[config.mk]
export PLATFORM = sky130hd
export DESIGN_NAME = control_pipe
export DESIGN_NICKNAME = d
export VERILOG_FILES = /design/src/rtl/control_pipe_pkg.sv /design/src/rtl/control_pipe_decode.sv /design/src/rtl/control_pipe.sv
export SDC_FILE = /design/constraint.sdc
export NUM_CORES = 1
export LEC_CHECK = 0
export CAP_MARGIN = 20
export CORE_AREA = 3 3 81 83
export CTS_CLUSTER_SIZE = 28
export DETAILED_ROUTE_END_ITERATION = 12
export DIE_AREA = 0 0 84 86
export GPL_TIMING_DRIVEN = 0
export PLACE_DENSITY = 0.83
export SLEW_MARGIN = 20
export SYNTH_ARGS = -nofsm -noshare
export SYNTH_HDL_FRONTEND = slang
export SYNTH_SLANG_ARGS = --single-unit
export TNS_END_PERCENT = 100
[constraint.sdc]
create_clock -name clk -period 3.35 [get_ports clk]
set_input_delay 0.67 -clock clk [delete_from_list [all_inputs] [get_ports clk]]
set_output_delay 0.67 -clock clk [all_outputs]
set_load 0.03 [all_outputs]
[src/rtl/control_pipe_pkg.sv]
// LC-3b control types shared by decode and the control pipeline.
// Optional two-phase LDI/STI support is enabled by CTRL_INDIRECT_EN.
package control_pipe_pkg;

  typedef logic [15:0] lc3b_word;
  typedef logic [3:0]  lc3b_opcode;

  localparam lc3b_opcode OP_BR   = 4'h0;
  localparam lc3b_opcode OP_ADD  = 4'h1;
  localparam lc3b_opcode OP_LDB  = 4'h2;
  localparam lc3b_opcode OP_STB  = 4'h3;
  localparam lc3b_opcode OP_JSR  = 4'h4;
  localparam lc3b_opcode OP_AND  = 4'h5;
  localparam lc3b_opcode OP_LDR  = 4'h6;
  localparam lc3b_opcode OP_STR  = 4'h7;
  localparam lc3b_opcode OP_RTI  = 4'h8;
  localparam lc3b_opcode OP_NOT  = 4'h9;
  localparam lc3b_opcode OP_LDI  = 4'hA;
  localparam lc3b_opcode OP_STI  = 4'hB;
  localparam lc3b_opcode OP_JMP  = 4'hC;
  localparam lc3b_opcode OP_SHF  = 4'hD;
  localparam lc3b_opcode OP_LEA  = 4'hE;
  localparam lc3b_opcode OP_TRAP = 4'hF;

  typedef enum logic [3:0] {
    alu_add, alu_and, alu_not, alu_pass,
    alu_sll, alu_srl, alu_sra
  } lc3b_aluop;

  typedef enum logic {IDLE, IND2} lc3b_ctrl_state;

  typedef logic [1:0] lc3b_wb_sel;
  localparam lc3b_wb_sel WB_PC   = 2'd0;
  localparam lc3b_wb_sel WB_MEM  = 2'd1;
  localparam lc3b_wb_sel WB_ADDR = 2'd2;
  localparam lc3b_wb_sel WB_ALU  = 2'd3;

  typedef struct packed {
    lc3b_aluop  aluop;
    logic       load_cc;
    logic       load_regfile;
    logic       load_pc;
    logic       read_memory;
    logic       write_memory;
    logic [1:0] pc_mux_sel;
    lc3b_wb_sel wb_mux_sel;
    logic [1:0] offset_mux_sel;
    logic       address_mux_sel;
    logic       immsr2_mux_sel;
    logic       instrsr1_mux_sel;
    logic       dest_mux_sel;
  } lc3b_control;

  localparam lc3b_control CTRL_BUBBLE = '{
    aluop:            alu_pass,
    load_cc:          1'b0,
    load_regfile:     1'b0,
    load_pc:          1'b0,
    read_memory:      1'b0,
    write_memory:     1'b0,
    pc_mux_sel:       2'd0,
    wb_mux_sel:       WB_PC,
    offset_mux_sel:   2'd0,
    address_mux_sel:  1'b1,
    immsr2_mux_sel:   1'b1,
    instrsr1_mux_sel: 1'b0,
    dest_mux_sel:     1'b0
  };

  function automatic logic indirect(lc3b_word i);
    return (i[15:12] == OP_LDI) || (i[15:12] == OP_STI);
  endfunction

endpackage

[src/rtl/control_pipe_decode.sv]
// Combinational LC-3b decode: (instr, phase) -> control word.
// LDI/STI phases are decoded only when CTRL_INDIRECT_EN is defined.
module control_decode
  import control_pipe_pkg::*;
(
  input  lc3b_word    instr_i,
  input  logic        phase_i,
  output lc3b_control ctrl_o
);

  lc3b_opcode op;
  assign op = instr_i[15:12];

  logic unused_bits;
  assign unused_bits = ^{instr_i[10:6], instr_i[3:0]};

`ifndef CTRL_INDIRECT_EN
  logic unused_phase;
  assign unused_phase = phase_i;
`endif

  // Opcode to control-word mapping
  always_comb begin
    ctrl_o = CTRL_BUBBLE;
    unique case (1'b1)
      op == OP_ADD, op == OP_AND, op == OP_NOT: begin
        ctrl_o.aluop = (op == OP_ADD) ? alu_add :
                       (op == OP_AND) ? alu_and : alu_not;
        ctrl_o.immsr2_mux_sel = instr_i[5];
        ctrl_o.wb_mux_sel     = WB_ALU;
        ctrl_o.load_regfile   = 1'b1;
        ctrl_o.load_cc        = 1'b1;
      end
      op == OP_SHF: begin
        unique case (instr_i[5:4])
          2'b00:   ctrl_o.aluop = alu_sll;
          2'b11:   ctrl_o.aluop = alu_sra;
          default: ctrl_o.aluop = alu_srl;
        endcase
        ctrl_o.wb_mux_sel   = WB_ALU;
        ctrl_o.load_regfile = 1'b1;
        ctrl_o.load_cc      = 1'b1;
      end
      op == OP_LDR, op == OP_LDB: begin
        ctrl_o.read_memory      = 1'b1;
        ctrl_o.wb_mux_sel       = WB_MEM;
        ctrl_o.offset_mux_sel   = 2'd1;
        ctrl_o.instrsr1_mux_sel = 1'b1;
        ctrl_o.load_regfile     = 1'b1;
        ctrl_o.load_cc          = 1'b1;
      end
      op == OP_STR, op == OP_STB: begin
        ctrl_o.write_memory   = 1'b1;
        ctrl_o.offset_mux_sel = 2'd1;
      end
      op == OP_LEA: begin
        ctrl_o.wb_mux_sel     = WB_ADDR;
        ctrl_o.offset_mux_sel = 2'd2;
        ctrl_o.load_regfile   = 1'b1;
        ctrl_o.load_cc        = 1'b1;
      end
      op == OP_BR: begin
        ctrl_o.offset_mux_sel = 2'd2;
      end
      op == OP_JMP: begin
        ctrl_o.load_pc    = 1'b1;
        ctrl_o.pc_mux_sel = 2'd1;
      end
      op == OP_JSR: begin
        ctrl_o.load_pc      = 1'b1;
        ctrl_o.pc_mux_sel   = instr_i[11] ? 2'd2 : 2'd1;
        ctrl_o.dest_mux_sel = 1'b1;
        ctrl_o.wb_mux_sel   = WB_PC;
        ctrl_o.load_regfile = 1'b1;
      end
      op == OP_TRAP: begin
        ctrl_o.read_memory  = 1'b1;
        ctrl_o.load_pc      = 1'b1;
        ctrl_o.pc_mux_sel   = 2'd3;
        ctrl_o.dest_mux_sel = 1'b1;
        ctrl_o.wb_mux_sel   = WB_PC;
        ctrl_o.load_regfile = 1'b1;
      end
`ifdef CTRL_INDIRECT_EN
      op == OP_LDI, op == OP_STI: begin
        if (!phase_i) begin
          ctrl_o.read_memory    = 1'b1;
          ctrl_o.offset_mux_sel = 2'd1;
        end else if (op == OP_LDI) begin
          ctrl_o.read_memory     = 1'b1;
          ctrl_o.address_mux_sel = 1'b0;
          ctrl_o.wb_mux_sel      = WB_MEM;
          ctrl_o.load_regfile    = 1'b1;
          ctrl_o.load_cc         = 1'b1;
        end else begin
          ctrl_o.write_memory    = 1'b1;
          ctrl_o.address_mux_sel = 1'b0;
        end
      end
`endif
      default: ctrl_o = CTRL_BUBBLE;
    endcase
  end

endmodule

[src/rtl/control_pipe.sv]
// Control-word pipeline with stall, young-stage flush and LDI/STI FSM.
// Define CTRL_INDIRECT_EN to build the two-phase indirect sequencer.
module control_pipe
  import control_pipe_pkg::*;
#(
  parameter int NUM_STAGES   = 4,
  parameter int FLUSH_STAGES = 2
) (
  input  logic                          clk,
  input  logic                          reset,
  input  logic                          instr_valid,
  input  lc3b_word                      instr,
  input  logic                          stall,
  input  logic                          flush,
  output logic                          instr_take,
  output lc3b_control [NUM_STAGES-1:0]  ctrl_out,
  output logic [NUM_STAGES-1:0]         stage_valid
);

  lc3b_control [NUM_STAGES-1:0] ctrl_q, ctrl_d;
  logic [NUM_STAGES-1:0]        valid_q, valid_d;
  lc3b_control                  dec;
  logic                         ind2;
  logic                         adv_ok;

  assign adv_ok = instr_valid & ~stall & ~flush & ~reset;

`ifdef CTRL_INDIRECT_EN
  lc3b_ctrl_state state_q;

  assign ind2       = (state_q == IND2);
  assign instr_take = adv_ok & (ind2 | ~indirect(instr));

  // Indirect sequencer: phase 1 then phase 2, aborted by flush
  always_ff @(posedge clk) begin
    if (reset) begin
      state_q <= IDLE;
    end else if (flush) begin
      state_q <= IDLE;
    end else if (!stall && instr_valid) begin
      unique case (state_q)
        IDLE:    state_q <= indirect(instr) ? IND2 : IDLE;
        IND2:    state_q <= IDLE;
        default: state_q <= IDLE;
      endcase
    end
  end
`else
  assign ind2       = 1'b0;
  assign instr_take = adv_ok;
`endif

  control_decode u_decode (
    .instr_i (instr),
    .phase_i (ind2),
    .ctrl_o  (dec)
  );

  // Next stage contents: shift on advance, then squash young stages
  always_comb begin
    ctrl_d  = ctrl_q;
    valid_d = valid_q;
    if (!stall) begin
      ctrl_d  = {ctrl_q[NUM_STAGES-2:0],
                 instr_valid ? dec : CTRL_BUBBLE};
      valid_d = {valid_q[NUM_STAGES-2:0], instr_valid};
    end
    if (flush) begin
      for (int i = 0; i < FLUSH_STAGES; i++) begin
        ctrl_d[i]  = CTRL_BUBBLE;
        valid_d[i] = 1'b0;
      end
    end
  end

  // Per-stage control registers
  always_ff @(posedge clk) begin
    if (reset) begin
      ctrl_q  <= {NUM_STAGES{CTRL_BUBBLE}};
      valid_q <= '0;
    end else begin
      ctrl_q  <= ctrl_d;
      valid_q <= valid_d;
    end
  end

  assign ctrl_out    = ctrl_q;
  assign stage_valid = valid_q;

endmodule

==> metrics.md <==
| Metric | Value |
|---|---|
| Status | `finished, final reports clean` |
| Share of cells above drive strength 1 | `10.4%` |
| Pin count of the biggest net entering global routing | `13` |
| Register area share after synthesis | `51.7%` |
| Post-synth top flop | `dfxtp_1` |
| Die H | `86 um` |
| Postcts setup bufs | `0` |
| Placer congestion estimate | `0.847` |
| Core area | `5920 um2` |
| Max_cap viols | `0` |
| Post-synth top area share | `51.7%` |
| H-tree Lvls | `3` |
| Setup WS pre-CTS | `0.486 ns` |
| Fmax | `0.348 GHz` |
| Worst setup startpoint | `flush` |
| Post-synth top cells | `72 x dfxtp_1, 54 x nor2_1, 48 x mux2i_1` |
| Dpl cell area | `3710 um2` |
| Fin worst setup slack | `0.472 ns` |
| Crit Path Category | `input pin to output port` |
| EDFF count, synth | `0` |
| Post-route DRC | `0` |
| VDD IR max | `0.248 mV` |
| Setup tns final | `0 ns` |
| Crit path required time | `2.68 ns` |
| Sink Count | `72` |
| Worst reg-to-reg setup slack | `2.54 ns` |
| Post-CTS resize count | `0` |
| Clock latency on the worst-skew pair | `0.35 ns` |
| Clk_skew | `0.00822 ns` |
| Yosys cell types | `40` |
| Mapped Cells | `282` |
| Synth-to-Final Area Change | `42.1%` |
| Routed Antenna Nets | `0` |
| # IOs | `102` |
| DR iter-0 viols | `134` |
| Placed cells | `444` |
| Worst EP arrival | `2.21 ns` |
| Final Cell Area | `3960 um2` |
| Area leader, netlist | `dfxtp_1` |
| DR pass1 iterations | `4` |
| Final Hold Vio Count | `0` |
| Crit path capture type | `output port` |
| Vias in the first global route | `2209` |
| Reg2Reg Depth | `2` |
| Slew HR | `62.3%` |
| CTS tree | `built` |
| Mean number of vias per cell | `5.02` |
| Clock transition at path regs | `0.08 ns` |
| Tightest Pin Transition | `0.564 ns` |
| Routed vias | `2308` |
| Root buffer cell | `clkbuf_8` |
| FF+latch count, synth | `72` |
| Final Instance Count excl. Fillers | `460` |
| Final period utilization | `85.9%` |
| Avg WL per Cell | `14.6 um` |
| Final nets | `402` |
| CTS max path bufs | `2` |
| Final Routed Wirelength | `6700 um` |
| FF-to-FF Start | `ctrl_out[54]` |
| Hold WC Path Type | `flip-flop to flip-flop` |
| CP max FO | `2` |
| Final setup vio count | `0` |
| Post-synth ARST share | `0%` |
| Ranking of synthesized cells by area | `dfxtp_1 52%, mux2i_1 17%, nor2_1 7.3%` |
| Worst setup path endpoint | `instr_take` |
| Pwr Density | `468 nW/um2` |
| Gr ovfl total | `0` |
| IO buf count | `81` |
| Initial antenna violation count | `0` |
| Type of origin of the critical path | `input pin` |
| Antenna diode instance count | `0` |
| Synthesized area | `2790 um2` |
| First-pass GRT wire length | `10600 um` |
| Fin crit period | `2.88 ns` |
| RSZ-0062 raised after global routing | `no` |
| Most common cell in the synthesized netlist | `dfxtp_1` |
| CTS Buf Count | `9` |
| Post-DP HPWL | `4870 um` |
| Die width | `84 um` |
| Site Rows | `28` |
| Initial core utilization | `47.1%` |
| Fin. max-slew vios | `0` |
| Syn. warnings | `0` |
| Final design utilization | `66.9%` |
| Syn avg cell area | `9.88 um2` |
| Hold_buf cts | `0` |
| Reg-to-reg endpoint | `ctrl_out[54]` |
| DIE AREA | `7220 um2` |
| GRT Overall Usage | `18.8%` |
| Leakage | `1.61 nW` |
-- metrics by stage --
stage / hold WS [ns] / power (mW)
6_report: 0.474 / 1.85
5_1_grt: 0.499 / 1.91
4_1_cts: 0.479 / 1.86
3_5_place_dp: 0.455 / 1.04
3_3_place_gp: 0.452 / 1.04
2_1_floorplan: 0.590 / 0.994
-- worst min-delay path by stage --
stage / cells after the start / startpoint / to / slack [ns]
finish: 1 / ctrl_out[72] / ctrl_out[72] / 0.47
floorplan: 2 / ctrl_out[1] / ctrl_out[1] / 0.59
detailed placement: 1 / ctrl_out[72] / ctrl_out[72] / 0.46
global placement: 1 / ctrl_out[72] / ctrl_out[72] / 0.45
global route: 2 / ctrl_out[1] / ctrl_out[1] / 0.50
CTS: 1 / ctrl_out[72] / ctrl_out[72] / 0.48
-- per-layer routing --
| layer | vias up | global-route usage, % | wire (um) | part of all wire, % |
|---|---|---|---|---|
| li1 | 1134 | - | - | - |
| met1 | 1090 | 21.7 | 3010 | 45 |
| met2 | 72 | 32.7 | 3210 | 48 |
| met3 | 12 | 4.03 | 352 | 5.3 |
| met4 | 0 | 9.65 | 131 | 2.0 |
| met5 | - | 0 | 0 | 0 |
-- area by class of cell --
| class | count | area (um2) |
|---|---|---|
| clock buffer | 11 | 141 |
| inverter | 3 | 11.3 |
| fill | 480 | 1960 |
| timing repair buffer | 81 | 811 |
| clock inverter | 5 | 104 |
| multi-input combinational | 185 | 1180 |
| tap | 75 | 93.8 |
| buffer | 28 | 175 |
| sequential | 72 | 1440 |
-- worst max-delay path, cell delays in order --
cell and delay [ns]:
clkdlybuf4s50_1 0.42, or2_1 0.25, nor2_1 0.17, clkdlybuf4s50_1 0.70
-- sequential cells by signal, indices dropped and copies added (netlist names) --
name	flops
stage_valid	4
ctrl_out	68
-- cells in the final DEF, fill, tap and decap left out, types with 2 or more instances in the layout --
cell type        netlist  layout
buf_1                  2       2
buf_4                 12      12
nor2_1                54      54
dfxtp_1               72      72
a31oi_1                3       3
nand2_1               18      18
clkbuf_1               4       5
mux2i_1               48      48
nor2b_1                5       5
clkbuf_8               0      10
o211ai_1               2       2
inv_1                  3       3
bufinv_16              0       3
or2_1                  2       2
a21oi_1                9       9
buf_2                  8       8
buf_6                  2       2
conb_1                 2       8
a211o_1                6       6
nand2b_1               2       2
o22ai_1                2       2
clkdlybuf4s50_1        0      81
nand3_1                2       2
a21boi_0               2       2
o21ai_0                2       2
and2_1                 3       3
-- report_power, final --
| group | switching (mW) | internal (mW) | leakage [nW] | total (mW) |
|---|---|---|---|---|
| Combinational | 0.0922 | 0.0625 | 0.902 | 0.155 |
| Clock | 0.314 | 0.515 | 0.124 | 0.829 |
| Sequential | 0.00546 | 0.863 | 0.582 | 0.868 |
-- logic make-up (layout without fill, tap and decap cells) --
family / Yosys count / count (layout) / synth area share (%)
and+or+nand+nor: 95 / 95 / 15.3
AOI/OAI and AO/OA: 33 / 33 / 8.35
buffers and inverters: 31 / 128 / 6.69
other: 2 / 8 / 0.270
DFF: 72 / 72 / 51.7
adders and majority gates: 1 / 1 / 0.449
muxes: 48 / 48 / 17.2
(Power assumes the default switching activity.)
